### config.mk
export PLATFORM = sky130hd
export DESIGN_NAME = freq_sweep_capture
export DESIGN_NICKNAME = d
export VERILOG_FILES = /design/src/rtl/freq_sweep_capture.sv
export SDC_FILE = /design/constraint.sdc
export NUM_CORES = 1
export LEC_CHECK = 0
export ABC_AREA = 1
export BUFFER_PORTS_ARGS = -buffer_cell sky130_fd_sc_hd__buf_2
export CAP_MARGIN = 20
export CORE_MARGIN = 2
export CORE_UTILIZATION = 55
export DETAILED_ROUTE_END_ITERATION = 10
export GPL_TIMING_DRIVEN = 0
export PLACE_DENSITY = 0.8
export SLEW_MARGIN = 20
export SYNTH_ARGS = -nofsm -noshare
export SYNTH_HDL_FRONTEND = slang
export SYNTH_SLANG_ARGS = --single-unit
### constraint.sdc
create_clock -name clk -period 11.4 [get_ports clk]
set_input_delay 1.14 -clock clk [delete_from_list [all_inputs] [get_ports clk]]
set_output_delay 1.14 -clock clk [all_outputs]
set_load 0.02 [all_outputs]
### src/rtl/freq_sweep_capture.sv
// Frequency-response sweeper: steps the sine_gen period, flushes the filter
// chain at each point and reports the peak-to-peak output per period.
module freq_sweep_capture #(
    parameter int word_width   = 16,
    parameter int period_width = 32,
    parameter int flush_cycles = 100
) (
    input  logic                    clk,
    input  logic                    rst,
    input  logic                    start,
    input  logic [period_width-1:0] start_period,
    input  logic [period_width-1:0] period_step,
    input  logic [period_width-1:0] stop_period,
    input  logic [period_width-1:0] settle_cycles,
    input  logic [period_width-1:0] window_cycles,
    output logic [period_width-1:0] period_out,
    output logic                    gen_rst,
    input  logic [word_width-1:0]   sample_in,
    input  logic                    sample_valid,
    output logic                    result_valid,
    input  logic                    result_ready,
    output logic [period_width-1:0] result_period,
    output logic [word_width:0]     result_pp,
    output logic                    busy,
    output logic                    done
);

    localparam int PW = period_width;
    localparam int WW = word_width;
    localparam logic [PW-1:0] FLUSH_LAST = PW'(flush_cycles - 1);
    localparam logic signed [WW-1:0] S_MAX = {1'b0, {(WW-1){1'b1}}};
    localparam logic signed [WW-1:0] S_MIN = {1'b1, {(WW-1){1'b0}}};

    typedef enum logic [2:0] {
        IDLE,
        FLUSH,
        SETTLE,
        MEASURE,
        EMIT,
        NEXT
    } state_t;

    state_t state, state_nx;

    logic [PW-1:0]          cnt;
    logic [PW-1:0]          step_q;
    logic [PW-1:0]          stop_q;
    logic [PW-1:0]          settle_q;
    logic [PW-1:0]          window_q;
    logic signed [WW-1:0]   min_q;
    logic signed [WW-1:0]   max_q;
    logic signed [WW-1:0]   smp;
    logic                   seen_q;
    logic [PW:0]            next_sum;
    logic                   sweep_end;
    logic [WW:0]            pp;

    assign smp       = sample_in;
    assign next_sum  = {1'b0, period_out} + {1'b0, step_q};
    assign sweep_end = (step_q == '0) || next_sum[PW]
                       || (next_sum[PW-1:0] > stop_q);
    assign pp        = {max_q[WW-1], max_q} - {min_q[WW-1], min_q};

    assign busy         = (state != IDLE);
    assign result_valid = (state == EMIT);
    assign gen_rst      = (state == SETTLE) || (state == MEASURE)
                          || (state == EMIT) || (state == NEXT);

    always_comb begin
        state_nx = state;
        unique case (state)
            IDLE: begin
                if (start && (start_period <= stop_period))
                    state_nx = FLUSH;
            end
            FLUSH: begin
                if (cnt == FLUSH_LAST)
                    state_nx = (settle_q == '0) ? MEASURE : SETTLE;
            end
            SETTLE: begin
                if (cnt == settle_q - PW'(1))
                    state_nx = MEASURE;
            end
            // one extra cycle after the window registers the result
            MEASURE: begin
                if (cnt == window_q)
                    state_nx = EMIT;
            end
            EMIT: begin
                if (result_ready)
                    state_nx = NEXT;
            end
            NEXT: begin
                state_nx = sweep_end ? IDLE : FLUSH;
            end
            default: state_nx = IDLE;
        endcase
    end

    always_ff @(posedge clk or negedge rst) begin
        if (!rst) begin
            state <= IDLE;
            cnt   <= '0;
        end else begin
            state <= state_nx;
            if ((state_nx != state) || (state == IDLE))
                cnt <= '0;
            else
                cnt <= cnt + PW'(1);
        end
    end

    always_ff @(posedge clk or negedge rst) begin
        if (!rst) begin
            period_out    <= '0;
            result_period <= '0;
            result_pp     <= '0;
            done          <= 1'b0;
            step_q        <= '0;
            stop_q        <= '0;
            settle_q      <= '0;
            window_q      <= '0;
            min_q         <= S_MAX;
            max_q         <= S_MIN;
            seen_q        <= 1'b0;
        end else begin
            done <= 1'b0;
            unique case (state)
                IDLE: begin
                    if (start) begin
                        step_q   <= period_step;
                        stop_q   <= stop_period;
                        settle_q <= settle_cycles;
                        window_q <= (window_cycles == '0) ? PW'(1)
                                                          : window_cycles;
                        if (start_period > stop_period)
                            done <= 1'b1;
                        else
                            period_out <= start_period;
                    end
                end
                MEASURE: begin
                    if (cnt < window_q) begin
                        if (sample_valid) begin
                            seen_q <= 1'b1;
                            if (smp < min_q) min_q <= smp;
                            if (smp > max_q) max_q <= smp;
                        end
                    end else begin
                        result_pp     <= seen_q ? pp : '0;
                        result_period <= period_out;
                    end
                end
                NEXT: begin
                    if (sweep_end)
                        done <= 1'b1;
                    else
                        period_out <= next_sum[PW-1:0];
                end
                default: ;
            endcase
            if ((state != MEASURE) && (state_nx == MEASURE)) begin
                min_q  <= S_MAX;
                max_q  <= S_MIN;
                seen_q <= 1'b0;
            end
        end
    end

endmodule

# Yosys cells after proc, flatten, opt, wreduce, memory -nomap -nowiden
# Index checks and enable logic that the tools add are counted.
# W data, S select, Z words.
[op_classes]
n_mux = 33
bitwise_logic = 1
reduce_logical = 25
add_sub_neg = 4
order_cmp = 6
n_eq_ne = 14
[ops]
columns = ["op", "count"]
rows = [
  ["$mux W16", 10],
  ["$mux W32", 5],
  ["$logic_not A32 Y1", 3],
  ["$eq A32 B32 Y1", 2],
  ["$gt A32 B32 Y1", 2],
  ["$pmux W32 S2", 1],
  ["$add A32 B32 Y33", 1],
  ["$add A32 B1 Y32 const B", 1],
  ["$eq A32 B7 Y1 const B", 1],
  ["$le A32 B32 Y1", 1],
  ["$lt A32 B32 Y1", 1],
  ["$sub A32 B1 Y32 const B", 1],
  ["$pmux W3 S6", 1],
  ["$mux W17", 1],
  ["$sub A16 B16 Y17", 1],
  ["$gt A16 B16 Y1", 1],
  ["$lt A16 B16 Y1", 1],
  ["$mux W3", 5],
  ["$reduce_and A4 Y1", 3],
  ["$reduce_bool A2 Y1", 6],
  ["$eq A3 B2 Y1 const B", 3],
  ["$mux W1", 9],
  ["$eq A3 B3 Y1 const B", 2],
  ["$logic_or A1 B1 Y1", 6],
  ["11 further kinds", 15],
]
[word_totals]
output_inout_bits = 85
input_bits = 181
ff_bits = 278
word_cells = 96

# Longest topological paths before layout
# Gate-level depths: netlist of run 1.
[logic_depth]
depth_word = 9
mapped_depth = 28
mapped_depth_nobuf = 27

# Least setup slack after synthesis of run 1
# OpenSTA, ideal clock, no wires.
[synth_path]
kind = "register to register"
from = "register period_out[0]"
to = "register max_q[10]"
path_buffers = 1
path_stages_with_launch = 27
period_less_slack_ps = 4138
arrival_ps = 4015
required_ps = 11278
setup_ps = 122
path_slack_ps = 7262
path_cell_list = "dfrtp_1 > ha_1 > inv_1 > fa_1 > nand3b_1 > nand2_1 > a21oi_2 > o21ai_0 > a21boi_0 > o21ai_0 > nand2_1 > nand2_1 > xor2_1 > ha_1 > nand2_1 > nor2_1 > a211oi_1 > o21ai_0 > a21oi_1 > nand2_1 > nand2_1 > nand3_1 > nand3_2 > nand2_2 > nor3_4 > buf_6 > nor2_2"
[synth_between]
elab_chain_len = 9
elab_cells_between_ends = 14
cone_classes = "add/sub: 1; order compare: 1; eq/ne: 1; mux: 3; reduce/logical: 8"
[synth_rtl]
columns = ["element", "line_no", "source"]
rows = [
  ["start, declared", "16", "output logic [period_width-1:0] period_out,"],
  ["start signal, assigned", "139", "period_out <= start_period;"],
  ["start signal, assigned", "158", "period_out <= next_sum[PW-1:0];"],
  ["$add A32 B32 Y33 *", "59", "assign next_sum = {1'b0, period_out} + {1'b0, step_q};"],
  ["$gt A32 B32 Y1 or $logic_or A1 B1 Y1 (tied branches)", "61, 60", ""],
  ["$logic_or A1 B1 Y1 *", "61", "|| (next_sum[PW-1:0] > stop_q);"],
  ["$mux W1 *", "94", "state_nx = sweep_end ? IDLE : FLUSH;"],
  ["$pmux W3 S6 *", "71", "unique case (state)"],
  ["$eq A3 B2 Y1 *", "162", "if ((state != MEASURE) && (state_nx == MEASURE)) begin"],
  ["$logic_and A1 B1 Y1 *", "162", ""],
  ["$reduce_bool A2 Y1 (no source line)", "-", ""],
  ["$reduce_and A4 Y1 (no source line)", "-", ""],
  ["end signal, assigned", "147", "if (smp > max_q) max_q <= smp;"],
  ["end, declared", "51", "logic signed [WW-1:0] max_q;"],
]
# Mark *: on every way between the ends. The rest lies on a longest branch, timed or not.
# A chain may end at the register's enable or synchronous reset.

# Final worst setup path of run 1
[layout_path]
from = "register period_out[0]"
to = "register period_out[31]"
[layout_between]
elab_chain_len = 5
elab_cells_between_ends = 8
cone_classes = "add/sub: 1; order compare: 1; eq/ne: 1; mux: 2; reduce/logical: 3"
[layout_rtl]
columns = ["element", "line_no"]
rows = [
  ["$add A32 B32 Y33 *", "59"],
  ["$gt A32 B32 Y1 or $logic_or A1 B1 Y1 (tied branches)", "61, 60"],
  ["$logic_or A1 B1 Y1", "61"],
  ["$ne A2 B2 Y1 (no source line)", "-"],
  ["$reduce_and A4 Y1 (no source line)", "-"],
]
# Mark *: on every way between the ends. The rest lies on a longest branch, timed or not. The select of a mux whose other input is x is not followed.

==> results of run 1 <==
[how the worst min path moves through the flow]
stage                               endpoint                     startpoint  slack (ns)  cells after the start
5_1_grt        result_period[14]$_DFFE_PN0P_  result_period[14]$_DFFE_PN0P_        0.49                      2
2_1_floorplan         stop_q[10]$_DFFE_PN0P_         stop_q[10]$_DFFE_PN0P_        0.45                      2
3_3_place_gp    result_period[4]$_DFFE_PN0P_   result_period[4]$_DFFE_PN0P_        0.46                      2
4_1_cts         result_period[4]$_DFFE_PN0P_   result_period[4]$_DFFE_PN0P_        0.48                      2
3_5_place_dp    result_period[7]$_DFFE_PN0P_   result_period[7]$_DFFE_PN0P_        0.46                      2
6_report        result_period[4]$_DFFE_PN0P_   result_period[4]$_DFFE_PN0P_        0.47                      2
[layout make-up]
type	count	area, sq um
fillers	2934	11880
multi-input cells	1830	10110
flip-flops and latches	278	6977
repair buffers	267	1391
inverters	332	1246
clock buffers	50	897.1
well taps	448	560.5
plain buffers	64	289.0
clock inverters	7	91.34
diodes	2	5.005
[per-layer routing]
metal  track usage  vias up
met5             0        -
met4        0.1281        6
met3       0.05184      134
met2        0.5064      758
met1        0.4540     8434
li1              -     8740
[worst register-to-register path, cell delays in order (launching register included)]
cell	delay, ns
dfrtp_1	0.38
ha_1	0.19
inv_1	0.06
fa_1	0.41
nand3b_1	0.18
nand2_1	0.13
a21oi_2	0.10
o21ai_0	0.56
a21boi_0	0.40
o21ai_0	0.44
nand2_1	0.09
nand2_1	0.10
xor2_1	0.29
ha_1	0.19
nand4_1	0.12
nor4_1	0.83
nand2_1	0.10
nand2_1	0.12
nand2_1	0.06
nand2_1	0.07
nand2_1	0.24
inv_2	0.18
buf_2	0.30
o21ai_0	0.27
o22ai_1	0.18
[cells in the final DEF, fill, tap and decap left out, drive strengths merged, types with 3 or more instances in the layout]
| master | n |
|---|---|
| a31oi | 28 |
| or2 | 3 |
| nand3b | 8 |
| nand4 | 46 |
| nor4 | 27 |
| dfrtp | 262 |
| a21boi | 3 |
| buf | 284 |
| xor2 | 64 |
| nand2 | 739 |
| dfstp | 16 |
| inv | 331 |
| clkbuf | 97 |
| a21oi | 111 |
| o21bai | 7 |
| nor3 | 36 |
| ha | 179 |
| nor2 | 235 |
| o22ai | 7 |
| xnor2 | 20 |
| a21o | 4 |
| a211oi | 5 |
| nand3 | 57 |
| a221oi | 4 |
| o211ai | 8 |
| o21ai | 221 |
| clkinv | 5 |
[logic make-up (layout without fill, tap and decap cells)]
group	Yosys count	after routing
compound gates	411	411
fa+ha+maj	181	181
flops	278	278
other cells	0	2
xor+xnor	85	85
simple gates	1153	1153
buf+inv	396	720
[power groups by stage]
stage          Sequential [uW]  Combinational, uW  Clock, uW
2_1_floorplan             1530               1970          0
3_3_place_gp              1560               2710          0
3_5_place_dp              1570               2800          0
4_1_cts                   1560               2820       1000
5_1_grt                   1590               3220       1040
6_report                  1560               2860        991
[state kept, by name, summed over array words and instances (netlist names)]
signal	flops
result_period	32
stop_q	32
state	3
done	1
min_q	16
cnt	32
step_q	32
window_q	32
result_pp	17
max_q	16
seen_q	1
settle_q	32
period_out	32
[per-stage QoR]
step                instances  power, uW  hold slack (ns)
global placement         3217       4270           0.4582
floorplan                2504       3501           0.4530
finish                   3278       5414           0.4741
CTS                      3276       5381           0.4782
detailed placement       3219       4369           0.4620
global route             3277       5845           0.4928
==> summary.md, run 1 <==
| Metric | Value |
|---|---|
| Clock Skew | `0.01487 ns` |
| Post-place setup slack | `5.712 ns` |
| RSZ-0062 raised after global routing | `no` |
| Root Driver | `clkbuf_16` |
| Clk_lat worst skew | `0.57 ns` |
| Routed WL per cell | `17.65 microns` |
| IO Pins | `266` |
| Power per standard cell area | `251.0 nW/um^2` |
| Top cells by count, synth | `nand2_1, inv_1, dfrtp_1` |
| Share of cells above drive strength 1 | `0.1386` |
| Worst hold path type | `reg -> reg` |
| Crit path kind | `reg -> reg` |
| Cells after synthesis | `2504` |
| Normalized max-slew margin | `0.3294` |
| EDFF count, synth | `0` |
| Yosys top cell area share | `0.3521` |
| Actual slew at the worst max-slew pin | `0.9967 ns` |
| Overall routing resource usage | `0.3248` |
| Routed met2 length | `25250 microns` |
| Seq cells post-synth | `278` |
| Layout area overhead | `15.84%` |
| Final period util | `0.5310` |
| DP HPWL | `46300 microns` |
| Clk buf depth | `3` |
| Core area | `33450 sq um` |
| Worst setup startpoint | `period_out[0]$_DFFE_PN0P_` |
| VDD IR max | `164.3 uV` |
| Post-synthesis xor/xnor area fraction | `0.04072` |
| Largest cells by area after synthesis | `dfrtp_1, nand2_1, ha_1` |
| Ys Warns | `0` |
| Final Util | `0.6449` |
| Pin count of the biggest net entering global routing | `100` |
| Critical Path AT | `6.54 ns` |
| Unique masters post-synth | `56` |
| Critical Path End Type | `flop` |
| Post-route cell area | `21570 sq um` |
| Detail Route Antenna Nets | `0` |
| Slowest stage delay, CP | `0.83 ns` |
| Reg2reg start | `period_out[0]$_DFFE_PN0P_` |
| Cells along the critical path | `ha_1 -> inv_1 -> fa_1 -> nand3b_1 -> nand2_1 -> a21oi_2 -> o21ai_0 -> a21boi_0 -> o21ai_0 -> nand2_1 -> nand2_1 -> xor2_1 -> ha_1 -> nand4_1 -> nor4_1 -> nand2_1 -> nand2_1 -> nand2_1 -> nand2_1 -> nand2_1 -> inv_2 -> buf_2 -> o21ai_0 -> o22ai_1` |
| Die Y | `188.0 microns` |
| Die width | `188.0 microns` |
| Starting Density | `0.5567` |
| CTS Buf Count | `31` |
| Register-to-register setup slack | `5.35 ns` |
| Clock group share of total power | `0.183` |
| Mapped Area | `18620 sq um` |
| Area after DPL | `20580 sq um` |
| Status | `completed` |
| Clk pin slew, worst setup/hold paths | `0.06 ns` |
| TritonCTS Sinks | `278` |
| Internal Pwr Total | `2872 uW` |
| Compound-Gate Fraction of Synth Area | `0.1199` |
| Net Sw Frac | `0.4695` |
| Worst Path Buf+Inv | `3` |
| Comb pwr share | `0.528` |
| H-tree depth | `1` |
| Vias | `18072` |
| Crit path required time | `11.88 ns` |
| Port bufs | `265` |
| Post-CTS Hold Fix Bufs | `0` |
| Max Clk Rate | `165.2 MHz` |
| Die area | `35340 sq um` |
| Syn Area/Cell | `7.436 sq um` |
| Pre-antenna DRT Iters | `5` |
| Levels on crit path | `24` |
| Leakage | `0.01140 uW` |
| Psw | `2542 uW` |
| CP max-delay cell | `nor4_1` |
| Worst Setup EP | `period_out[31]$_DFFE_PN0P_` |
| First-pass GRT wire length | `91050 microns` |
| Crit path max-delay family | `simple AND/OR/NAND/NOR gates` |
| Wire length on met3 | `4799 microns` |
| Grt ovf | `0` |
| Fin. max-slew vios | `0` |
| Sequential share of the synthesized area | `0.3747` |
| Leading area contributor after synthesis | `dfrtp_1` |
| Prevailing post-synth register cell | `dfrtp_1` |
| Min cycle time layout | `6.053 ns` |
| Main combinational cell family by area after synthesis | `simple AND/OR/NAND/NOR gates` |
| R2R cell count | `24` |
| Adder-cell share of the synthesized area | `0.1224` |
| Worst setup SP type | `flop` |
| Final hold violation count | `0` |
| Post-Route WL | `57850 microns` |
| Met1 WL | `25360 microns` |
| # DRC | `0` |
| Cell row count | `67` |
| CP Max Fanout | `10` |
| RePlAce Congestion | `0.9663` |
| Drt via density | `5.513` |
| Final Worst Setup Slack | `5.347 ns` |
| Final nets | `3166` |
| Initial antenna violation count | `5` |
| Simple-Gate Fraction of Synth Area | `0.2598` |
| Most common cell in the netlist | `nand2_1` |
| Synthesized net count | `2866` |
| Sequential power share | `0.289` |
| TritonCTS clock tree | `yes` |
| RR Endpoint | `period_out[31]$_DFFE_PN0P_` |
| 1st-iter DRT viols | `1344` |
| Max-cap violation count | `0` |
| Setup_tns | `0 ns` |
| Crit-path most repeated cell | `nand2_1` |
| Ys async rst share | `1.000` |
| CTS resizes | `0` |
| Postcts setup bufs | `0` |
| Number of global-route vias before repair | `17447` |
| Top sig layer | `met5` |
| Share of synthesized area spent on multiplexers | `0` |
| # setup viols final | `0` |
(Power assumes the default switching activity.)
==> run 2, diff against run 1 <==
==> constraint.sdc (replaced) <==
create_clock -name clk -period 6.05 [get_ports clk]
set_input_delay 0.605 -clock clk [delete_from_list [all_inputs] [get_ports clk]]
set_output_delay 0.605 -clock clk [all_outputs]
set_load 0.02 [all_outputs]
==> summary.md, run 2 (same netlist as run 1, synthesis figures left out) <==
| Metric | Value |
|---|---|
| Status | `completed` |
| Worst setup SP type | `flop` |
| Crit path required time | `6.53 ns (-5.35 ns)` |
| Postcts setup bufs | `0 (unchanged)` |
| Most common cell after layout, fill and taps aside | `nand2_1` |
| Pre-antenna DRT Iters | `5 (unchanged)` |
| Clk buf depth | `3 (unchanged)` |
| CTS resizes | `0 (unchanged)` |
| Root Driver | `clkbuf_16` |
| Post-CTS Hold Fix Bufs | `0 (unchanged)` |
| Die width | `188.0 microns (unchanged)` |
| Share of cells above drive strength 1 | `0.1390 (+0.0003536)` |
| Multi-input logic area | `10120 sq um (about the same)` |
| Most frequent cells in the layout | `nand2_1, inv_1, buf_2` |
| Leakage | `0.01140 uW (unchanged)` |
| IO Pins | `266 (unchanged)` |
| Core area | `33450 sq um (unchanged)` |
| Critical Path AT | `6.29 ns (-0.25 ns)` |
| Post-place setup slack | `0.3622 ns (-5.350 ns)` |
| # DRC | `0 (unchanged)` |
| CP Max Fanout | `10 (unchanged)` |
| RSZ-0062 raised after global routing | `no` |
| Post-Route WL | `57830 microns (about the same)` |
| Final Util | `0.6451 (about the same)` |
| Placed insts | `3219 (unchanged)` |
| TritonCTS clock tree | `yes` |
| Fill count | `2931 (-0.10%)` |
| Setup_tns | `0 ns (unchanged)` |
| Cell row count | `67 (unchanged)` |
| Detail Route Antenna Nets | `0 (unchanged)` |
| Normalized max-slew margin | `0.3844 (+0.05498)` |
| Die Y | `188.0 microns (unchanged)` |
| Post-Layout Cell Count | `3278 (unchanged)` |
| Clk pin slew, worst setup/hold paths | `0.06 ns (about the same)` |
| Starting Density | `0.5567 (unchanged)` |
| Crit path kind | `reg -> reg` |
| Final period util | `0.9604 (+0.4295)` |
| Clock Skew | `0.01291 ns (-0.001961 ns)` |
| 1st-iter DRT viols | `1333 (-0.82%)` |
| Power per standard cell area | `472.8 nW/um^2 (+88%)` |
| VDD IR max | `312.3 uV (+90%)` |
| H-tree depth | `1 (unchanged)` |
| Pin count of the biggest net entering global routing | `100 (unchanged)` |
| Die area | `35340 sq um (unchanged)` |
| DP HPWL | `46300 microns (unchanged)` |
| Overall routing resource usage | `0.3248 (unchanged)` |
| Drt via density | `5.500 (-0.23%)` |
| RePlAce Congestion | `0.9663 (unchanged)` |
| Clk_lat worst skew | `0.57 ns (about the same)` |
| Vias | `18030 (-0.23%)` |
| Grt ovf | `0 (unchanged)` |
| Max-cap violation count | `0 (unchanged)` |
| TritonCTS Sinks | `278 (unchanged)` |
| Max Clk Rate | `172.1 MHz (+4.2%)` |
| Layout area overhead | `15.88% (about the same)` |
| Worst hold path type | `in -> async` |
| Final hold violation count | `0 (unchanged)` |
| Initial antenna violation count | `5 (unchanged)` |
| # setup viols final | `0 (unchanged)` |
| Final Worst Setup Slack | `0.2395 ns (-5.108 ns)` |
| Final nets | `3166 (unchanged)` |
| First-pass GRT wire length | `91050 microns (unchanged)` |
| Actual slew at the worst max-slew pin | `0.9149 ns (-0.08172 ns)` |
| Routed WL per cell | `17.64 microns (about the same)` |
| Number of global-route vias before repair | `17447 (unchanged)` |
| Fin. max-slew vios | `0 (unchanged)` |
| Port bufs | `265 (unchanged)` |
| Min cycle time layout | `5.811 ns (-0.2424 ns)` |
| CTS Buf Count | `31 (unchanged)` |
| Critical Path End Type | `flop` |
| Register area | `6977 sq um (unchanged)` |
## run 2: final timing paths
| check | depth (start not counted) | startpoint | endpoint | slack [ns] |
|---|---|---|---|---|
| min reg2reg | 2 | result_period[4]$_DFFE_PN0P_ | result_period[4]$_DFFE_PN0P_ | 0.47 |
| max reg2reg | 24 | period_out[2]$_DFFE_PN0P_ | period_out[31]$_DFFE_PN0P_ | 0.24 |
| max in group asynchronous | 2 | rst | stop_q[16]$_DFFE_PN0P_ | 5.07 |
| min | 1 | rst | max_q[9]$_DFFE_PN0P_ | 0.06 |
| max | 24 | period_out[2]$_DFFE_PN0P_ | period_out[31]$_DFFE_PN0P_ | 0.24 |
| min in group clk | 3 | settle_cycles[23] | settle_q[23]$_DFFE_PN0P_ | 0.22 |
## run 2: cell type report
class	instances	share of cell area
Buffer	64	0.01340
Sequential cell	278	0.3233
Antenna cell	2	0.0002320
Multi-Input combinational cell	1830	0.4690
Inverter	332	0.05776
Timing Repair Buffer	267	0.06448
Clock inverter	7	0.004233
Tap cell	448	0.02598
Clock buffer	50	0.04158
## run 2: through the flow
stage | power (uW) | hold WS [ns] | instance area, sq um
after floorplan | 6597 | 0.3094 | 18620
after global placement | 8047 | 0.4582 | 20510
after detailed placement | 8232 | 0.4620 | 20580
after CTS | 10140 | 0.06858 | 21570
after global routing | 11030 | 0.1036 | 21570
final | 10200 | 0.05669 | 21580
## run 2: power breakdown
part / switching [uW] / internal (uW)
Clock: 771 / 1090
Sequential: 555 / 2390
Combinational: 3460 / 1930
Total: 4790 / 5410
## run 2: layer usage
layer  vias to the layer above  wire length (microns)  track usage
li1                       8739                      -            -
met1                      8399                  25070       0.4540
met2                       745                  25150       0.5064
met3                       141                   5073      0.05184
met4                         6                   2495       0.1281
met5                         -                     39            0
## run 2: critical path, cell delays in order, from the launching register on
cell and delay [ns]:
dfrtp_1 0.43, ha_1 0.37, nand3_1 0.09, nand2_1 0.13
a21oi_1 0.11, o21ai_0 0.50, a21boi_0 0.40, o21ai_0 0.50
a21oi_1 0.19, xnor2_1 0.33, ha_1 0.32, a21oi_1 0.14
nor2_1 0.05, a211oi_1 0.17, o21ai_0 0.16, a21oi_1 0.36
nand2_1 0.09, nand2_1 0.09, nand2_1 0.06, nand2_1 0.07
nand2_1 0.22, inv_2 0.17, buf_2 0.30, o21ai_0 0.26
o22ai_1 0.18
